===== src/rtl/cc_alu_pkg.sv =====
// cc_alu_pkg: ALU select encodings, sequencer state type and width defaults
package cc_alu_pkg;
    localparam int DATAWIDTH_BUS_DEF           = 32;
    localparam int DATAWIDTH_ALU_SELECTION_DEF = 4;
    localparam int COUNT_WIDTH_DEF             = 5;
    localparam logic [3:0] SEL_ORCC   = 4'b0011;
    localparam logic [3:0] SEL_PASS_A = 4'b0100;
    localparam logic [3:0] SEL_ADD    = 4'b1000;
    typedef enum logic [1:0] {IDLE, EXEC, ITER, DONE} state_t;
endpackage


===== src/rtl/cc_alu_sequencer_if.sv =====
// cc_alu_sequencer_if: command, ALU and response signals of the sequencer
//   slave: the sequencer; master: command source, ALU and response sink
interface cc_alu_sequencer_if #(
    parameter int DATAWIDTH_BUS           = cc_alu_pkg::DATAWIDTH_BUS_DEF,
    parameter int DATAWIDTH_ALU_SELECTION = cc_alu_pkg::DATAWIDTH_ALU_SELECTION_DEF,
    parameter int COUNT_WIDTH             = cc_alu_pkg::COUNT_WIDTH_DEF
);
    logic                               Cmd_Valid_InHigh;
    logic                               Cmd_Ready_OutHigh;
    logic [4:0]                         Cmd_Op_In;
    logic [DATAWIDTH_BUS-1:0]           Cmd_A_In;
    logic [DATAWIDTH_BUS-1:0]           Cmd_B_In;
    logic [COUNT_WIDTH-1:0]             Cmd_Count_In;
    logic [DATAWIDTH_ALU_SELECTION-1:0] ALU_Selection_Out;
    logic [DATAWIDTH_BUS-1:0]           ALU_DataBUSA_Out;
    logic [DATAWIDTH_BUS-1:0]           ALU_DataBUSB_Out;
    logic [DATAWIDTH_BUS-1:0]           ALU_DataBUS_In;
    logic [3:0]                         ALU_Flags_In;
    logic                               Rsp_Valid_OutHigh;
    logic                               Rsp_Ready_InHigh;
    logic [DATAWIDTH_BUS-1:0]           Rsp_Data_Out;
    logic [3:0]                         PSR_Out;
    modport master (
        output Cmd_Valid_InHigh, Cmd_Op_In, Cmd_A_In, Cmd_B_In, Cmd_Count_In,
               ALU_DataBUS_In, ALU_Flags_In, Rsp_Ready_InHigh,
        input  Cmd_Ready_OutHigh, ALU_Selection_Out, ALU_DataBUSA_Out, ALU_DataBUSB_Out,
               Rsp_Valid_OutHigh, Rsp_Data_Out, PSR_Out
    );
    modport slave (
        input  Cmd_Valid_InHigh, Cmd_Op_In, Cmd_A_In, Cmd_B_In, Cmd_Count_In,
               ALU_DataBUS_In, ALU_Flags_In, Rsp_Ready_InHigh,
        output Cmd_Ready_OutHigh, ALU_Selection_Out, ALU_DataBUSA_Out, ALU_DataBUSB_Out,
               Rsp_Valid_OutHigh, Rsp_Data_Out, PSR_Out
    );
endinterface


===== src/rtl/cc_psr_reg.sv =====
// cc_psr_reg: 4-bit {N,Z,V,C} condition-code register with load enable
//   clk, rst_n (async, active-low), load_en, flags_d -> psr_q
module cc_psr_reg (
    input  logic       clk,
    input  logic       rst_n,
    input  logic       load_en,
    input  logic [3:0] flags_d,
    output logic [3:0] psr_q
);
    logic [3:0] psr_d;
    always_comb psr_d = load_en ? flags_d : psr_q;
    always_ff @(posedge clk or negedge rst_n)
        if (!rst_n) psr_q <= '0;
        else        psr_q <= psr_d;
endmodule


===== src/rtl/cc_alu_sequencer.sv =====
// cc_alu_sequencer: sequences native ALU ops and repeated-add (REPADD) over an external ALU
//   CC_ALU_SEQUENCER_CLOCK_50, CC_ALU_SEQUENCER_RESET_InLow (async, active-low),
//   bus (slave): command in, ALU select/operands out, ALU result/flags in, response out, PSR_Out
//   CC_ALU_SEQUENCER_REPADD_EN enables REPADD; otherwise op bit4 is a single pass-A op
module cc_alu_sequencer
    import cc_alu_pkg::*;
#(
    parameter int DATAWIDTH_BUS           = DATAWIDTH_BUS_DEF,
    parameter int DATAWIDTH_ALU_SELECTION = DATAWIDTH_ALU_SELECTION_DEF,
    parameter int COUNT_WIDTH             = COUNT_WIDTH_DEF
) (
    input logic               CC_ALU_SEQUENCER_CLOCK_50,
    input logic               CC_ALU_SEQUENCER_RESET_InLow,
    cc_alu_sequencer_if.slave bus
);
`ifdef CC_ALU_SEQUENCER_REPADD_EN
    localparam bit REPADD_ON = 1'b1;
`else
    localparam bit REPADD_ON = 1'b0;
`endif
    state_t                   state_q, state_d;
    logic [4:0]               op_q, op_d;
    logic [DATAWIDTH_BUS-1:0] acc_q, acc_d, b_q, b_d, bus_a, bus_b;
    logic [COUNT_WIDTH-1:0]   cnt_q, cnt_d;
    logic [3:0]               flags_q, flags_d, sel, psr;
    logic                     ready_q, accept, psr_load;

    assign accept = bus.Cmd_Valid_InHigh && ready_q;

    always_comb begin
        state_d  = state_q;
        op_d     = op_q;
        acc_d    = acc_q;
        b_d      = b_q;
        cnt_d    = cnt_q;
        flags_d  = flags_q;
        sel      = SEL_PASS_A;
        bus_a    = '0;
        bus_b    = '0;
        psr_load = 1'b0;
        case (state_q)
            IDLE: if (accept) begin
                op_d    = bus.Cmd_Op_In;
                acc_d   = bus.Cmd_A_In;
                b_d     = bus.Cmd_B_In;
                cnt_d   = bus.Cmd_Count_In;
                flags_d = '0;
                state_d = (REPADD_ON && bus.Cmd_Op_In[4] && bus.Cmd_Count_In != '0) ? ITER : EXEC;
            end
            EXEC: begin
                sel     = op_q[4] ? SEL_PASS_A : op_q[3:0];
                bus_a   = acc_q;
                bus_b   = b_q;
                acc_d   = bus.ALU_DataBUS_In;
                flags_d = bus.ALU_Flags_In;
                state_d = DONE;
            end
            ITER: begin
                sel     = SEL_ADD;
                bus_a   = acc_q;
                bus_b   = b_q;
                acc_d   = bus.ALU_DataBUS_In;
                cnt_d   = cnt_q - COUNT_WIDTH'(1);
                // N,Z track the latest pass; V,C accumulate over every pass
                flags_d = {bus.ALU_Flags_In[3:2], flags_q[1:0] | bus.ALU_Flags_In[1:0]};
                state_d = (cnt_q == COUNT_WIDTH'(1)) ? DONE : ITER;
            end
            DONE: if (bus.Rsp_Ready_InHigh) begin
                psr_load = op_q[4] ? REPADD_ON : (op_q[3:0] <= SEL_ORCC);
                state_d  = IDLE;
            end
        endcase
    end

    always_ff @(posedge CC_ALU_SEQUENCER_CLOCK_50 or negedge CC_ALU_SEQUENCER_RESET_InLow) begin
        if (!CC_ALU_SEQUENCER_RESET_InLow) begin
            state_q <= IDLE;
            op_q    <= '0;
            acc_q   <= '0;
            b_q     <= '0;
            cnt_q   <= '0;
            flags_q <= '0;
            ready_q <= 1'b0;
        end else begin
            state_q <= state_d;
            op_q    <= op_d;
            acc_q   <= acc_d;
            b_q     <= b_d;
            cnt_q   <= cnt_d;
            flags_q <= flags_d;
            // registered so ready stays low throughout reset and rises on the first edge after
            ready_q <= (state_d == IDLE);
        end
    end

    cc_psr_reg u_psr (
        .clk     (CC_ALU_SEQUENCER_CLOCK_50),
        .rst_n   (CC_ALU_SEQUENCER_RESET_InLow),
        .load_en (psr_load),
        .flags_d (flags_q),
        .psr_q   (psr)
    );

    assign bus.Cmd_Ready_OutHigh = ready_q;
    assign bus.ALU_Selection_Out = DATAWIDTH_ALU_SELECTION'(sel);
    assign bus.ALU_DataBUSA_Out  = bus_a;
    assign bus.ALU_DataBUSB_Out  = bus_b;
    assign bus.Rsp_Valid_OutHigh = (state_q == DONE);
    assign bus.Rsp_Data_Out      = (state_q == DONE) ? acc_q : '0;
    assign bus.PSR_Out           = psr;
endmodule


===== src/flat_wrapper.sv =====
// flat-port wrapper written by rule: the top's interface ports become plain ports
module cc_alu_sequencer_flat import cc_alu_pkg::*;
#(
    parameter int DATAWIDTH_BUS           = DATAWIDTH_BUS_DEF,
    parameter int DATAWIDTH_ALU_SELECTION = DATAWIDTH_ALU_SELECTION_DEF,
    parameter int COUNT_WIDTH             = COUNT_WIDTH_DEF
)
  (CC_ALU_SEQUENCER_CLOCK_50, CC_ALU_SEQUENCER_RESET_InLow, bus_Cmd_Valid_InHigh, bus_Cmd_Op_In, bus_Cmd_A_In, bus_Cmd_B_In, bus_Cmd_Count_In, bus_ALU_DataBUS_In, bus_ALU_Flags_In, bus_Rsp_Ready_InHigh, bus_Cmd_Ready_OutHigh, bus_ALU_Selection_Out, bus_ALU_DataBUSA_Out, bus_ALU_DataBUSB_Out, bus_Rsp_Valid_OutHigh, bus_Rsp_Data_Out, bus_PSR_Out);
  cc_alu_sequencer_if #(.DATAWIDTH_BUS(DATAWIDTH_BUS), .DATAWIDTH_ALU_SELECTION(DATAWIDTH_ALU_SELECTION), .COUNT_WIDTH(COUNT_WIDTH)) bus_i ();
  input logic CC_ALU_SEQUENCER_CLOCK_50;
  input logic CC_ALU_SEQUENCER_RESET_InLow;
  input wire logic [$bits(bus_i.Cmd_Valid_InHigh)-1:0] bus_Cmd_Valid_InHigh;
  input wire logic [$bits(bus_i.Cmd_Op_In)-1:0] bus_Cmd_Op_In;
  input wire logic [$bits(bus_i.Cmd_A_In)-1:0] bus_Cmd_A_In;
  input wire logic [$bits(bus_i.Cmd_B_In)-1:0] bus_Cmd_B_In;
  input wire logic [$bits(bus_i.Cmd_Count_In)-1:0] bus_Cmd_Count_In;
  input wire logic [$bits(bus_i.ALU_DataBUS_In)-1:0] bus_ALU_DataBUS_In;
  input wire logic [$bits(bus_i.ALU_Flags_In)-1:0] bus_ALU_Flags_In;
  input wire logic [$bits(bus_i.Rsp_Ready_InHigh)-1:0] bus_Rsp_Ready_InHigh;
  output wire logic [$bits(bus_i.Cmd_Ready_OutHigh)-1:0] bus_Cmd_Ready_OutHigh;
  output wire logic [$bits(bus_i.ALU_Selection_Out)-1:0] bus_ALU_Selection_Out;
  output wire logic [$bits(bus_i.ALU_DataBUSA_Out)-1:0] bus_ALU_DataBUSA_Out;
  output wire logic [$bits(bus_i.ALU_DataBUSB_Out)-1:0] bus_ALU_DataBUSB_Out;
  output wire logic [$bits(bus_i.Rsp_Valid_OutHigh)-1:0] bus_Rsp_Valid_OutHigh;
  output wire logic [$bits(bus_i.Rsp_Data_Out)-1:0] bus_Rsp_Data_Out;
  output wire logic [$bits(bus_i.PSR_Out)-1:0] bus_PSR_Out;
  assign bus_i.Cmd_Valid_InHigh = bus_Cmd_Valid_InHigh;
  assign bus_i.Cmd_Op_In = bus_Cmd_Op_In;
  assign bus_i.Cmd_A_In = bus_Cmd_A_In;
  assign bus_i.Cmd_B_In = bus_Cmd_B_In;
  assign bus_i.Cmd_Count_In = bus_Cmd_Count_In;
  assign bus_i.ALU_DataBUS_In = bus_ALU_DataBUS_In;
  assign bus_i.ALU_Flags_In = bus_ALU_Flags_In;
  assign bus_i.Rsp_Ready_InHigh = bus_Rsp_Ready_InHigh;
  assign bus_Cmd_Ready_OutHigh = bus_i.Cmd_Ready_OutHigh;
  assign bus_ALU_Selection_Out = bus_i.ALU_Selection_Out;
  assign bus_ALU_DataBUSA_Out = bus_i.ALU_DataBUSA_Out;
  assign bus_ALU_DataBUSB_Out = bus_i.ALU_DataBUSB_Out;
  assign bus_Rsp_Valid_OutHigh = bus_i.Rsp_Valid_OutHigh;
  assign bus_Rsp_Data_Out = bus_i.Rsp_Data_Out;
  assign bus_PSR_Out = bus_i.PSR_Out;
  cc_alu_sequencer #(.DATAWIDTH_BUS(DATAWIDTH_BUS), .DATAWIDTH_ALU_SELECTION(DATAWIDTH_ALU_SELECTION), .COUNT_WIDTH(COUNT_WIDTH)) u_core (.CC_ALU_SEQUENCER_CLOCK_50(CC_ALU_SEQUENCER_CLOCK_50), .CC_ALU_SEQUENCER_RESET_InLow(CC_ALU_SEQUENCER_RESET_InLow), .bus(bus_i));
endmodule

===== config.mk =====
export PLATFORM = sky130hd
export DESIGN_NAME = cc_alu_sequencer_flat
export DESIGN_NICKNAME = d
export VERILOG_FILES = /design/src/rtl/cc_alu_pkg.sv /design/src/rtl/cc_alu_sequencer_if.sv /design/src/rtl/cc_psr_reg.sv /design/src/rtl/cc_alu_sequencer.sv /design/src/flat_wrapper.sv
export SDC_FILE = /design/constraint.sdc
export NUM_CORES = 1
export LEC_CHECK = 0
export CORE_MARGIN = 2
export CORE_UTILIZATION = 44
export DETAILED_ROUTE_END_ITERATION = 8
export HOLD_SLACK_MARGIN = 0.06
export PLACE_DENSITY = 0.86
export SYNTH_ARGS = -nofsm -noshare
export SYNTH_HDL_FRONTEND = slang
export SYNTH_SLANG_ARGS = --single-unit

===== constraint.sdc =====
create_clock -name CC_ALU_SEQUENCER_CLOCK_50 -period 4.2 [get_ports CC_ALU_SEQUENCER_CLOCK_50]
set_input_delay 0.84 -clock CC_ALU_SEQUENCER_CLOCK_50 [delete_from_list [all_inputs] [get_ports CC_ALU_SEQUENCER_CLOCK_50]]
set_output_delay 0.84 -clock CC_ALU_SEQUENCER_CLOCK_50 [all_outputs]
set_load 0.05 [all_outputs]

* After elaboration in Yosys (flattened, before gate mapping)
Cells that the tools add are included.
** Cells by class
- $add $sub $neg :: 1
- Order comparisons :: 1
- Eq/ne operators :: 5
- Multiplexer cells :: 18
- Bitwise logic cells :: 1
- Reduce and logical (&&, ||, !) cells :: 11
** Operators with widths (count)
- 32-bit 2-to-1 mux :: 4
- 32-bit one-hot mux with 2 select lines :: 1
- 4-bit one-hot mux with 3 select lines :: 1
- 5-bit one-hot mux with 2 select lines :: 1
- 4-bit 2-to-1 mux :: 2
- 2-bit one-hot mux with 4 select lines :: 1
- 4-bit one-hot mux with 2 select lines :: 1
- 2-bit AND reduction :: 4
- 5-bit by 1-bit equality test with 1-bit output (second input constant) :: 1
- 5-bit 2-to-1 mux :: 1
- 5-bit by 1-bit subtractor with 5-bit output (second input constant) :: 1
- 2-bit equality test (second input constant) :: 2
- 4-bit by 2-bit less-or-equal comparator with 1-bit output (second input constant) :: 1
- 2-bit zero test :: 2
- 1-bit 2-to-1 mux :: 4
- 2-bit 2-to-1 mux :: 2
- 2-bit nonzero test :: 2
- 3-bit nonzero test :: 1
- 2-bit by 1-bit equality test with 1-bit output (second input constant) :: 1
- 2-bit by 1-bit inequality test with 1-bit output (second input constant) :: 1
- 2-bit OR :: 1
- 2-bit OR reduction :: 1
- 1-bit logical AND :: 1
** Storage, ports and cells
- Register bits after elaboration :: 85
- Bits of input ports :: 114
- Output and inout port bits :: 106
- Word-level logic and storage cells :: 45

* Logic depth before layout (Yosys ltp)
Gate-level depths: netlist (run 1).
- Depth after elaboration :: 4
- Mapped depth :: 8
- Depth with buffers taken out :: 6

* Cells and area by module
A second synthesis (run 1) with hierarchy kept.
** Unflattened totals
- Cell total of the unflattened synthesis :: 430
- Area, all modules :: 4456.8 um^2
** By module, submodules not included
- cc_alu_sequencer :: instances 1, cells each 422, area each 4311.6 um^2, seq. area each 2026.9 um^2
- cc_psr_reg :: instances 1, cells each 8, area each 145.1 um^2, seq. area each 100.1 um^2

* Worst setup path after synthesis (run 1)
OpenSTA, ideal clock, no wires.
- Path type :: register -> output
- Start :: register u_core.state_q[0]
- End :: output port bus_ALU_Selection_Out[3]
- Arrival :: 1.771 ns
- Required time :: 3.360 ns
- Slack :: 1.589 ns
- Stages on the path, launching flop included :: 7
- Buffers on the path :: 2
- Path through :: dfrtp_1 > inv_1 > ha_1 > buf_2 > clkbuf_1 > a21oi_1 > nor2_1
** On the way
- Word-level cells in the longest chain between the ends :: 2
- Elaborated cells on any way between the ends :: 3
- Classes of those cells :: eq/ne: 2; mux: 1
** Ends and longest elaborated chain
- start: declaration :: line cc_alu_sequencer.sv:21 : state_t state_q, state_d;
- start signal: assignment :: line cc_alu_sequencer.sv:85 : state_q <= state_d;
- 2-bit equality test / 2-bit by 1-bit equality test with 1-bit output (equally long branches) :: line cc_alu_sequencer.sv:41 : case (state_q)
- 4-bit one-hot mux with 2 select lines * :: line cc_alu_sequencer.sv:41
- end: declaration :: line flat_wrapper.sv:21 : output wire logic [$bits(bus_i.ALU_Selection_Out)-1:0] bus_ALU_Selection_Out;
Mark *: on every way between the ends. The rest lies on a longest branch, timed or not.

* Worst setup path in the final report (run 1)
- Start :: register u_core.state_q[1]
- End :: output port bus_Rsp_Data_Out[21]
** On the way
- Word-level cells in the longest chain between the ends :: 2
** Ends and longest elaborated chain
- 2-bit equality test :: line cc_alu_sequencer.sv:109 : assign bus.Rsp_Data_Out = (state_q == DONE) ? acc_q : '0;
- 32-bit 2-to-1 mux :: line cc_alu_sequencer.sv:109
- end: declaration :: line flat_wrapper.sv:25 : output wire logic [$bits(bus_i.Rsp_Data_Out)-1:0] bus_Rsp_Data_Out;
Every way passes these cells.

==> reports/results.tsv, run 1 <==
metric	value	unit
portBuffers	219	
min_period	3.60	ns
drtIter0Drc	134	
multi_input_area	0.00216	mm2
ys_top_cells_by_area	dfrtp_1 (47%), and2_1 (13%), mux2_2 (10%)	
rr_startpoint	u_core.state_q[1]$_DFF_PN0_	
slew_violations	0	
vias	3897	
holdPathStages	2	
drc_errors	0	
yosysUniqueCellTypes	37	
rrSetupSlack	1.47	ns
antenna_cells	0	
insertion_delay	0.36	ns
nNetsFinal	754	
clk_pin_slew	0.09	ns
area_growth	53.9	%
hold_end	u_core.flags_q[2]$_DFFE_PN0P_	
cap_violations	0	
syn-mean-instance-area	10.5	um2
cts.sinks	85	
hold_ws	0.498	ns
cts_tree	yes	
arrival	2.76	ns
dpl_cell_area	0.00671	mm2
synth_top_area_cell	dfrtp_1	
hold_class	reg -> reg	
synth_top_area_share	0.474	
worst_pin_slew	1.07	ns
crit_path_cell_trace	ha_1 > and2_1 > clkdlybuf4s50_1	
overflow	0	
htreeDepth	3	
die_h	105	um
wl_per_cell	16.8	um
regArea	0.00213	mm2
nFillCells	773	
syn-cell-area	0.00449	mm2
crit_type	reg -> out	
root_buffer	clkbuf_8	
max_freq	0.278	GHz
cp-end-kind	primary output	
firstDrtPassIters	4	
design.core.area	0.00982	mm2
hold_viol	0	
fin_crit_sh	0.856	
critPathLaunchType	flop	
initial_core_util	0.457	
cpLargestDelayFamily	adder cells	
grt.total_usage	0.237	
outcome	finished, final reports clean	
row_count	36	
io-pin-count	220	
slowest_stage	ha_1	
setup-violations-final	0	
tns	0	ns
grt_pass1_wl	20600	um
synth_top_family_by_area	simple AND/OR/NAND/NOR gates	
slowest_delay	0.89	ns
ant_nets	0	
grt_pass1_vias	4090	
via_per_inst	5.05	
netlist_instances	426	
seq_area_frac_synth	0.474	
drive_gt1_frac	0.107	
cts_made_buffers	9	
critical_path_buf_inv_count	1	
die_w	105	um
final_area	0.00691	mm2
synth_xor_area_frac	0	
postCtsHoldBufs	0	
finalWirelength	12900	um
r2r_cells	7	
postCtsSetupBuffers	0	
fin_skew	0.0159	ns
grt_max_degree	86	
synth.area.mux_share	0.176	
synth_seq_cells	85	
path_max_fanout	35	
grt_setup_unrepaired	no	
synth_nets	547	
synth_warnings	0	
crit_required	3.36	ns
cts_buffer_depth	2	
synth_compound_area_frac	0.0820	
min_from	u_core.flags_q[2]$_DFFE_PN0P_	
hpwl	9900	um
synthSimpleGateAreaFrac	0.200	
relSlewSlack	0.281	
antenna_found_initial	0	
gp_congestion	0.845	
ctsResizeCount	0	
die_area	0.0110	mm2
worstReg2RegEnd	u_core.acc_q[20]$_DFFE_PN0P_	
synthAdderAreaFrac	0.0195	
==> layer usage <==
layer | track usage | vias up | share of wire
met5 | 0 | - | 0
met4 | 0.0829 | 0 | 0.027
met3 | 0.0655 | 23 | 0.059
met2 | 0.436 | 141 | 0.54
met1 | 0.259 | 1882 | 0.37
li1 | - | 1851 | -
==> worst max path at each step <==
stage | startpoint | to | slack (ns) | cells after the start
after floorplan | u_core.state_q[0]$_DFF_PN0_ | bus_ALU_Selection_Out[3] | 1.59 | 6
after global placement | u_core.state_q[0]$_DFF_PN0_ | bus_ALU_DataBUSA_Out[23] | 1.08 | 5
after detailed placement | u_core.state_q[0]$_DFF_PN0_ | bus_ALU_DataBUSB_Out[14] | 0.98 | 5
after CTS | u_core.state_q[0]$_DFF_PN0_ | bus_ALU_DataBUSB_Out[14] | 0.58 | 5
after global routing | u_core.state_q[0]$_DFF_PN0_ | bus_ALU_DataBUSB_Out[28] | 0.46 | 5
final | u_core.state_q[1]$_DFF_PN0_ | bus_Rsp_Data_Out[21] | 0.60 | 3
==> flip-flops by register name (all words and copies together) (netlist names) <==
name                          flops
u_core.b_q                       32
u_core.u_psr.psr_q                4
u_core.state_q                    2
u_core.bus.Cmd_Ready_OutHigh      1
u_core.op_q                       5
u_core.acc_q                     32
u_core.flags_q                    4
u_core.cnt_q                      5
==> final cells by class <==
class                      count  area share
clock buffer                   9      0.0179
multi-input combinational    306       0.312
sequential                    85       0.308
clock inverter                 7      0.0112
tap                          133      0.0241
inverter                       6     0.00326
timing repair buffer         225       0.323
==> cells in the mapped netlist <==
cell / number
o21ai_1: 1
o211ai_1: 1
o21ai_4: 1
nor3_1: 3
nor2_1: 39
nand3_1: 6
a21boi_1: 1
nand4_1: 1
mux2_2: 41
a211oi_1: 1
nand3_4: 1
buf_6: 9
buf_4: 2
a31oi_1: 2
o21ai_0: 5
clkbuf_1: 10
a21oi_1: 38
inv_1: 6
nand2_1: 11
o31ai_1: 2
ha_1: 7
and3_1: 2
a21bo_2: 1
mux2i_1: 33
a22oi_1: 1
a41oi_1: 1
buf_2: 7
and2_1: 96
dfrtp_1: 85
o22ai_1: 3
a32oi_1: 1
clkbuf_2: 1
nor2b_1: 2
o22a_1: 2
a32o_1: 1
nand4b_1: 1
nand2b_1: 1
==> cells in the final DEF, fill, tap and decap left out, drive strengths merged <==
master,n
buf,7
inv,10
o22a,2
and2,96
mux2i,33
o211ai,1
clkdlybuf4s50,218
bufinv,1
a41oi,1
clkinv,1
nor2b,2
nor3,3
a32o,1
a22oi,1
nand2b,1
nand3,7
o21ai,7
dfrtp,85
nand4b,1
a211oi,1
and3,2
o22ai,3
clkinvlp,1
clkbuf,9
ha,7
nand4,1
a32oi,1
mux2,41
a21boi,1
a31oi,2
nor2,39
o31ai,2
nand2,11
a21oi,38
a21bo,1
==> tightest hold or removal path, delay by kind of cell, from the launching register on <==
kind,cells,cell delay (ns)
AND/OR/NAND/NOR,2,0.11
flip-flops,1,0.36
==> through the flow <==
| stage | instances | utilization | setup WS, ns |
|---|---|---|---|
| 5_1_grt | 771 | 0.704 | 0.459 |
| 2_1_floorplan | 426 | - | 1.59 |
| 3_3_place_gp | 755 | 0.683 | 1.08 |
| 4_1_cts | 771 | 0.704 | 0.576 |
| 6_report | 771 | 0.704 | 0.604 |
| 3_5_place_dp | 755 | 0.683 | 0.982 |
==> cells by family after synthesis <==
family / count (synthesis)
adder cells (fa/ha/maj): 7
flip-flops: 85
multiplexers: 74
AND/OR/NAND/NOR: 163
AO/OA/AOI/OAI: 62
buffers and inverters: 35
Power of run 1 is not shown: default switching activity piles up to over one toggle a cycle in this logic, so the estimate is an artifact.
==> inputs of run 2 (changes only) <==
--- a/config.mk
+++ b/config.mk
@@ -5,6 +5,7 @@
 export SDC_FILE = /design/constraint.sdc
 export NUM_CORES = 1
 export LEC_CHECK = 0
+export CORE_ASPECT_RATIO = 1.4
 export CORE_MARGIN = 2
 export CORE_UTILIZATION = 44
 export DETAILED_ROUTE_END_ITERATION = 8
==> run 2 against run 1 <==
  * Sequential share of layout area decreased by 0.66 points
  * Die area increased by 0.10%
  * Cell count increased by 0.13%
  * Worst setup slack got worse by 0.039 ns
  * Non-clock buffer count decreased by 1
  * Worst hold slack got worse by 0.020 ns
  * Sequential cell count unchanged
  * Cell area increased by 2.2%
  * Global-route usage decreased by 1.0 points
  * Utilization increased by 0.96 points
  * Highest routed layer unchanged
==> reports/results.tsv, run 2 (synthesis results as in run 1) <==
metric	value	unit	change
outcome	finished, final reports clean		unchanged
fin_crit_sh	0.866		was 0.856
min_period	3.64	ns	was 3.60 ns
grt_setup_unrepaired	no		unchanged
cp-end-kind	primary output		unchanged
slew_violations	0		unchanged
cap_violations	0		unchanged
via_per_inst	5.02		was 5.05
htreeDepth	3		unchanged
layout_common_cells	clkdlybuf4s50_1 (218), and2_1 (96), dfrtp_1 (85)		unchanged
fin_skew	0.00765	ns	was 0.0159 ns
drive_gt1_frac	0.105		was 0.107
hold_class	reg -> reg		unchanged
hpwl	9470	um	was 9900 um
gp_congestion	0.826		was 0.845
insertion_delay	0.33	ns	was 0.36 ns
drtIter0Drc	204		was 134
row_count	43		was 36
die_w	89.4	um	was 105 um
root_buffer	clkbuf_16		was clkbuf_8
crit_required	3.36	ns	about the same
ant_nets	0		unchanged
cts_made_buffers	9		unchanged
die_h	124	um	was 105 um
final_common_cell	clkdlybuf4s50_1		unchanged
grt_max_degree	86		unchanged
arrival	2.80	ns	was 2.76 ns
nNetsFinal	753		was 754
setup-violations-final	0		unchanged
postCtsSetupBuffers	0		unchanged
cts.sinks	85		unchanged
wl_per_cell	16.5	um	was 16.8 um
relSlewSlack	0.286		was 0.281
clk_pin_slew	0.06	ns	was 0.09 ns
initial_core_util	0.453		was 0.457
cts_buffer_depth	2		unchanged
finalWirelength	12700	um	was 12,900 um
io-pin-count	220		unchanged
max_freq	0.275	GHz	was 0.278 GHz
cts_tree	yes		unchanged
drc_errors	0		unchanged
portBuffers	219		unchanged
grt.total_usage	0.227		was 0.237
firstDrtPassIters	4		unchanged
overflow	0		unchanged
tns	0	ns	unchanged
crit_type	reg -> out		unchanged
die_area	0.0110	mm2	about the same
reg.largest.list	u_core.acc_q x32, u_core.b_q x32		unchanged
area_growth	57.3	%	was 53.9%
antenna_found_initial	0		unchanged
postCtsHoldBufs	0		unchanged
antenna_cells	0		unchanged
grt_pass1_wl	19300	um	was 20,600 um
vias	3879		was 3,897
design.core.area	0.00990	mm2	was 0.00982 mm2
critPathLaunchType	flop		unchanged
path_max_fanout	56		was 35
hold_viol	0		unchanged
grt_pass1_vias	4000		was 4,090
ctsResizeCount	0		unchanged
worst_pin_slew	1.07	ns	about the same
[run 2: changes by cell type in the layout (fill, tap and decap cells not counted)]
cell | previous run | this run
clkbuf_16 | 0 | 9
bufinv_16 | 1 | 2
buf_12 | 0 | 1
inv_6 | 4 | 0
clkbuf_8 | 9 | 4
clkinvlp_4 | 1 | 0
buf_4 | 7 | 5
[run 2: cell type report]
cell class	count	area, um2
sequential	85	2130
clock inverter	3	65.1
multi-input combinational	306	2160
timing repair buffer	224	2240
clock buffer	13	280
tap	135	169
fill	730	2840
inverter	6	22.5
[run 2: per-layer routing]
layer  track usage  share of wire
met2         0.400           0.54
met4        0.0914          0.027
met1         0.260           0.37
met5             0              0
met3        0.0527          0.065
[run 2: stage by stage]
step           worst slack, ns  hold WS, ns   util  cell area, um2  cells
5_1_grt                  0.422        0.507  0.713            7060    772
4_1_cts                  0.567        0.483  0.713            7060    772
6_report                 0.565        0.478  0.713            7060    772
2_1_floorplan             1.59        0.435      -            4490    426
3_5_place_dp             0.931        0.469  0.678            6720    756
3_3_place_gp              1.03        0.448  0.678            6720    756
[run 2: critical path: stages (launching register included)]
cell	delay, ns
dfrtp_1	0.42
inv_1	0.14
ha_4	0.63
buf_12	0.27
and2_1	0.16
clkdlybuf4s50_1	0.81
[run 2: path summary, 6_finish.rpt]
path	startpoint	endpoint	slack, ns	cells past startpoint
min in group asynchronous	CC_ALU_SEQUENCER_RESET_InLow	u_core.b_q[3]$_DFFE_PN0P_	0.68	1
worst max-delay path	u_core.state_q[0]$_DFF_PN0_	bus_ALU_DataBUSA_Out[2]	0.56	5
max in group asynchronous	CC_ALU_SEQUENCER_RESET_InLow	u_core.b_q[10]$_DFFE_PN0P_	2.81	1
worst max register to register	u_core.state_q[0]$_DFF_PN0_	u_core.acc_q[19]$_DFFE_PN0P_	1.27	7
worst min register to register	u_core.flags_q[2]$_DFFE_PN0P_	u_core.flags_q[2]$_DFFE_PN0P_	0.48	2
worst min-delay path	u_core.flags_q[2]$_DFFE_PN0P_	u_core.flags_q[2]$_DFFE_PN0P_	0.48	2
Power of run 2 is left out for the same reason.
==> inputs of run 3 (changes only) <==
--- a/config.mk
+++ b/config.mk
@@ -11,6 +11,7 @@
 export DETAILED_ROUTE_END_ITERATION = 8
 export HOLD_SLACK_MARGIN = 0.06
 export PLACE_DENSITY = 0.86
+export RECOVER_POWER = 100
 export SYNTH_ARGS = -nofsm -noshare
 export SYNTH_HDL_FRONTEND = slang
 export SYNTH_SLANG_ARGS = --single-unit
==> run 3 against run 2 <==
  * Routed wire length decreased by 0.79%
  * Fmax decreased by 1.9%
  * The flow now finishes with violations (capacitance limit, slew limit)
  * Register-to-register slack got worse by 0.56 ns
==> reports/results.tsv, run 3 (synthesis results as in run 1) <==
metric	value	unit	change
outcome	finished with violations		was finished, final reports clean
violations	capacitance limit, slew limit		
cpLargestDelayFamily	buffers and inverters		unchanged
finalWirelength	12600	um	was 12,700 um
grt.total_usage	0.227		unchanged
nNetsFinal	753		unchanged
grt_max_degree	86		unchanged
ctsResizeCount	0		unchanged
critPathLaunchType	flop		unchanged
layout.cells.non_filler	772		unchanged
crit_type	reg -> out		unchanged
r2r_cells	7		unchanged
drive_gt1_frac	0.0973		was 0.105
die_w	89.4	um	unchanged
layout_common_cells	clkdlybuf4s50_1 (111), dlygate4sd3_1 (107), and2_1 (96)		was clkdlybuf4s50_1 (218), and2_1 (96), dfrtp_1 (85)
multi_input_area	0.00214	mm2	was 0.00216 mm2
antenna_found_initial	0		unchanged
path_max_fanout	56		unchanged
die_h	124	um	unchanged
htreeDepth	3		unchanged
area_growth	56.6	%	was 57.3%
insertion_delay	0.33	ns	about the same
path_depth	5		unchanged
min_period	3.71	ns	was 3.64 ns
arrival	2.87	ns	was 2.80 ns
die_area	0.0110	mm2	unchanged
final_area	0.00703	mm2	was 0.00706 mm2
vias	3877		was 3,879
ant_nets	0		unchanged
row_count	43		unchanged
cts_buffer_depth	2		unchanged
cap_violations	3		was 0
io-pin-count	220		unchanged
root_buffer	clkbuf_16		unchanged
overflow	0		unchanged
worst_pin_slew	2.16	ns	was 1.07 ns
clk_pin_slew	0.06	ns	about the same
initial_core_util	0.453		unchanged
holdPathStages	2		unchanged
cts_made_buffers	9		unchanged
wl_per_cell	16.3	um	was 16.5 um
hpwl	9470	um	unchanged
regArea	0.00213	mm2	unchanged
hold_class	reg -> reg		unchanged
crit_path_cell_trace	inv_1 > ha_4 > buf_12 > and2_1 > dlygate4sd3_1		was inv_1 > ha_4 > buf_12 > and2_1 > clkdlybuf4s50_1
setup-violations-final	0		unchanged
grt_setup_unrepaired	no		unchanged
max_freq	0.270	GHz	was 0.275 GHz
cts.sinks	85		unchanged
reg.largest.list	u_core.acc_q x32, u_core.b_q x32		unchanged
postCtsSetupBuffers	0		unchanged
slowest_delay	0.88	ns	was 0.81 ns
grt_pass1_vias	4000		unchanged
fin_crit_sh	0.882		was 0.866
dpl_cell_area	0.00672	mm2	unchanged
critical_path_buf_inv_count	3		unchanged
postCtsHoldBufs	0		unchanged
hold_viol	0		unchanged
drc_errors	0		unchanged
tns	0	ns	unchanged
firstDrtPassIters	4		unchanged
slew_violations	175		was 0
slowest_stage	dlygate4sd3_1		was clkdlybuf4s50_1
grt_pass1_wl	19300	um	unchanged
relSlewSlack	-0.443		was 0.286
dpl.cell_count	756		unchanged
drtIter0Drc	203		was 204
crit_required	3.36	ns	about the same
gp_congestion	0.826		unchanged
nFillCells	737		was 730
antenna_cells	0		unchanged
final_common_cell	clkdlybuf4s50_1		unchanged
via_per_inst	5.02		about the same
design.core.area	0.00990	mm2	unchanged
portBuffers	219		unchanged
fin_skew	0.00853	ns	was 0.00765 ns
cp-end-kind	primary output		unchanged
cts_tree	yes		unchanged
## run 3: metal layers
metal	track usage	vias to the layer above	wire, um
met5	0	-	0
met4	0.0914	0	306
met3	0.0527	22	820
met2	0.400	141	6870
met1	0.260	1858	4620
li1	-	1856	-
## run 3: worst paths after layout
kind	from	to	slack, ns
worst max-delay path	u_core.state_q[0]$_DFF_PN0_	bus_ALU_DataBUSA_Out[2]	0.49
worst min-delay path	u_core.flags_q[2]$_DFFE_PN0P_	u_core.flags_q[2]$_DFFE_PN0P_	0.48
worst max register to register	u_core.state_q[0]$_DFF_PN0_	u_core.acc_q[19]$_DFFE_PN0P_	0.71
worst min register to register	u_core.flags_q[2]$_DFFE_PN0P_	u_core.flags_q[2]$_DFFE_PN0P_	0.48
max in group asynchronous	CC_ALU_SEQUENCER_RESET_InLow	u_core.b_q[10]$_DFFE_PN0P_	1.86
min in group asynchronous	CC_ALU_SEQUENCER_RESET_InLow	u_core.b_q[3]$_DFFE_PN0P_	1.08
## run 3: worst reg2reg max path, delay by kind of cell (launching register included)
family,cells,cell delay (ns)
DFF,1,0.43
AOI/OAI and AO/OA,2,1.41
and+or+nand+nor,1,0.08
adders and majority gates,1,0.63
buffers and inverters,3,0.86
## run 3: area by class of cell
class,count,share of cell area
flip-flops and latches,85,0.303
repair buffers,224,0.317
clock buffers,13,0.0399
clock inverters,3,0.00926
inverters,6,0.00320
well taps,135,0.0240
multi-input cells,306,0.304
## run 3: stage by stage
step	util	hold WS [ns]	worst slack [ns]
after floorplan	-	0.435	1.59
after global placement	0.678	0.448	1.03
after detailed placement	0.678	0.469	0.931
after CTS	0.713	0.483	0.567
after global routing	0.710	0.507	0.355
final	0.710	0.478	0.494
Power of run 3 is left out for the same reason.
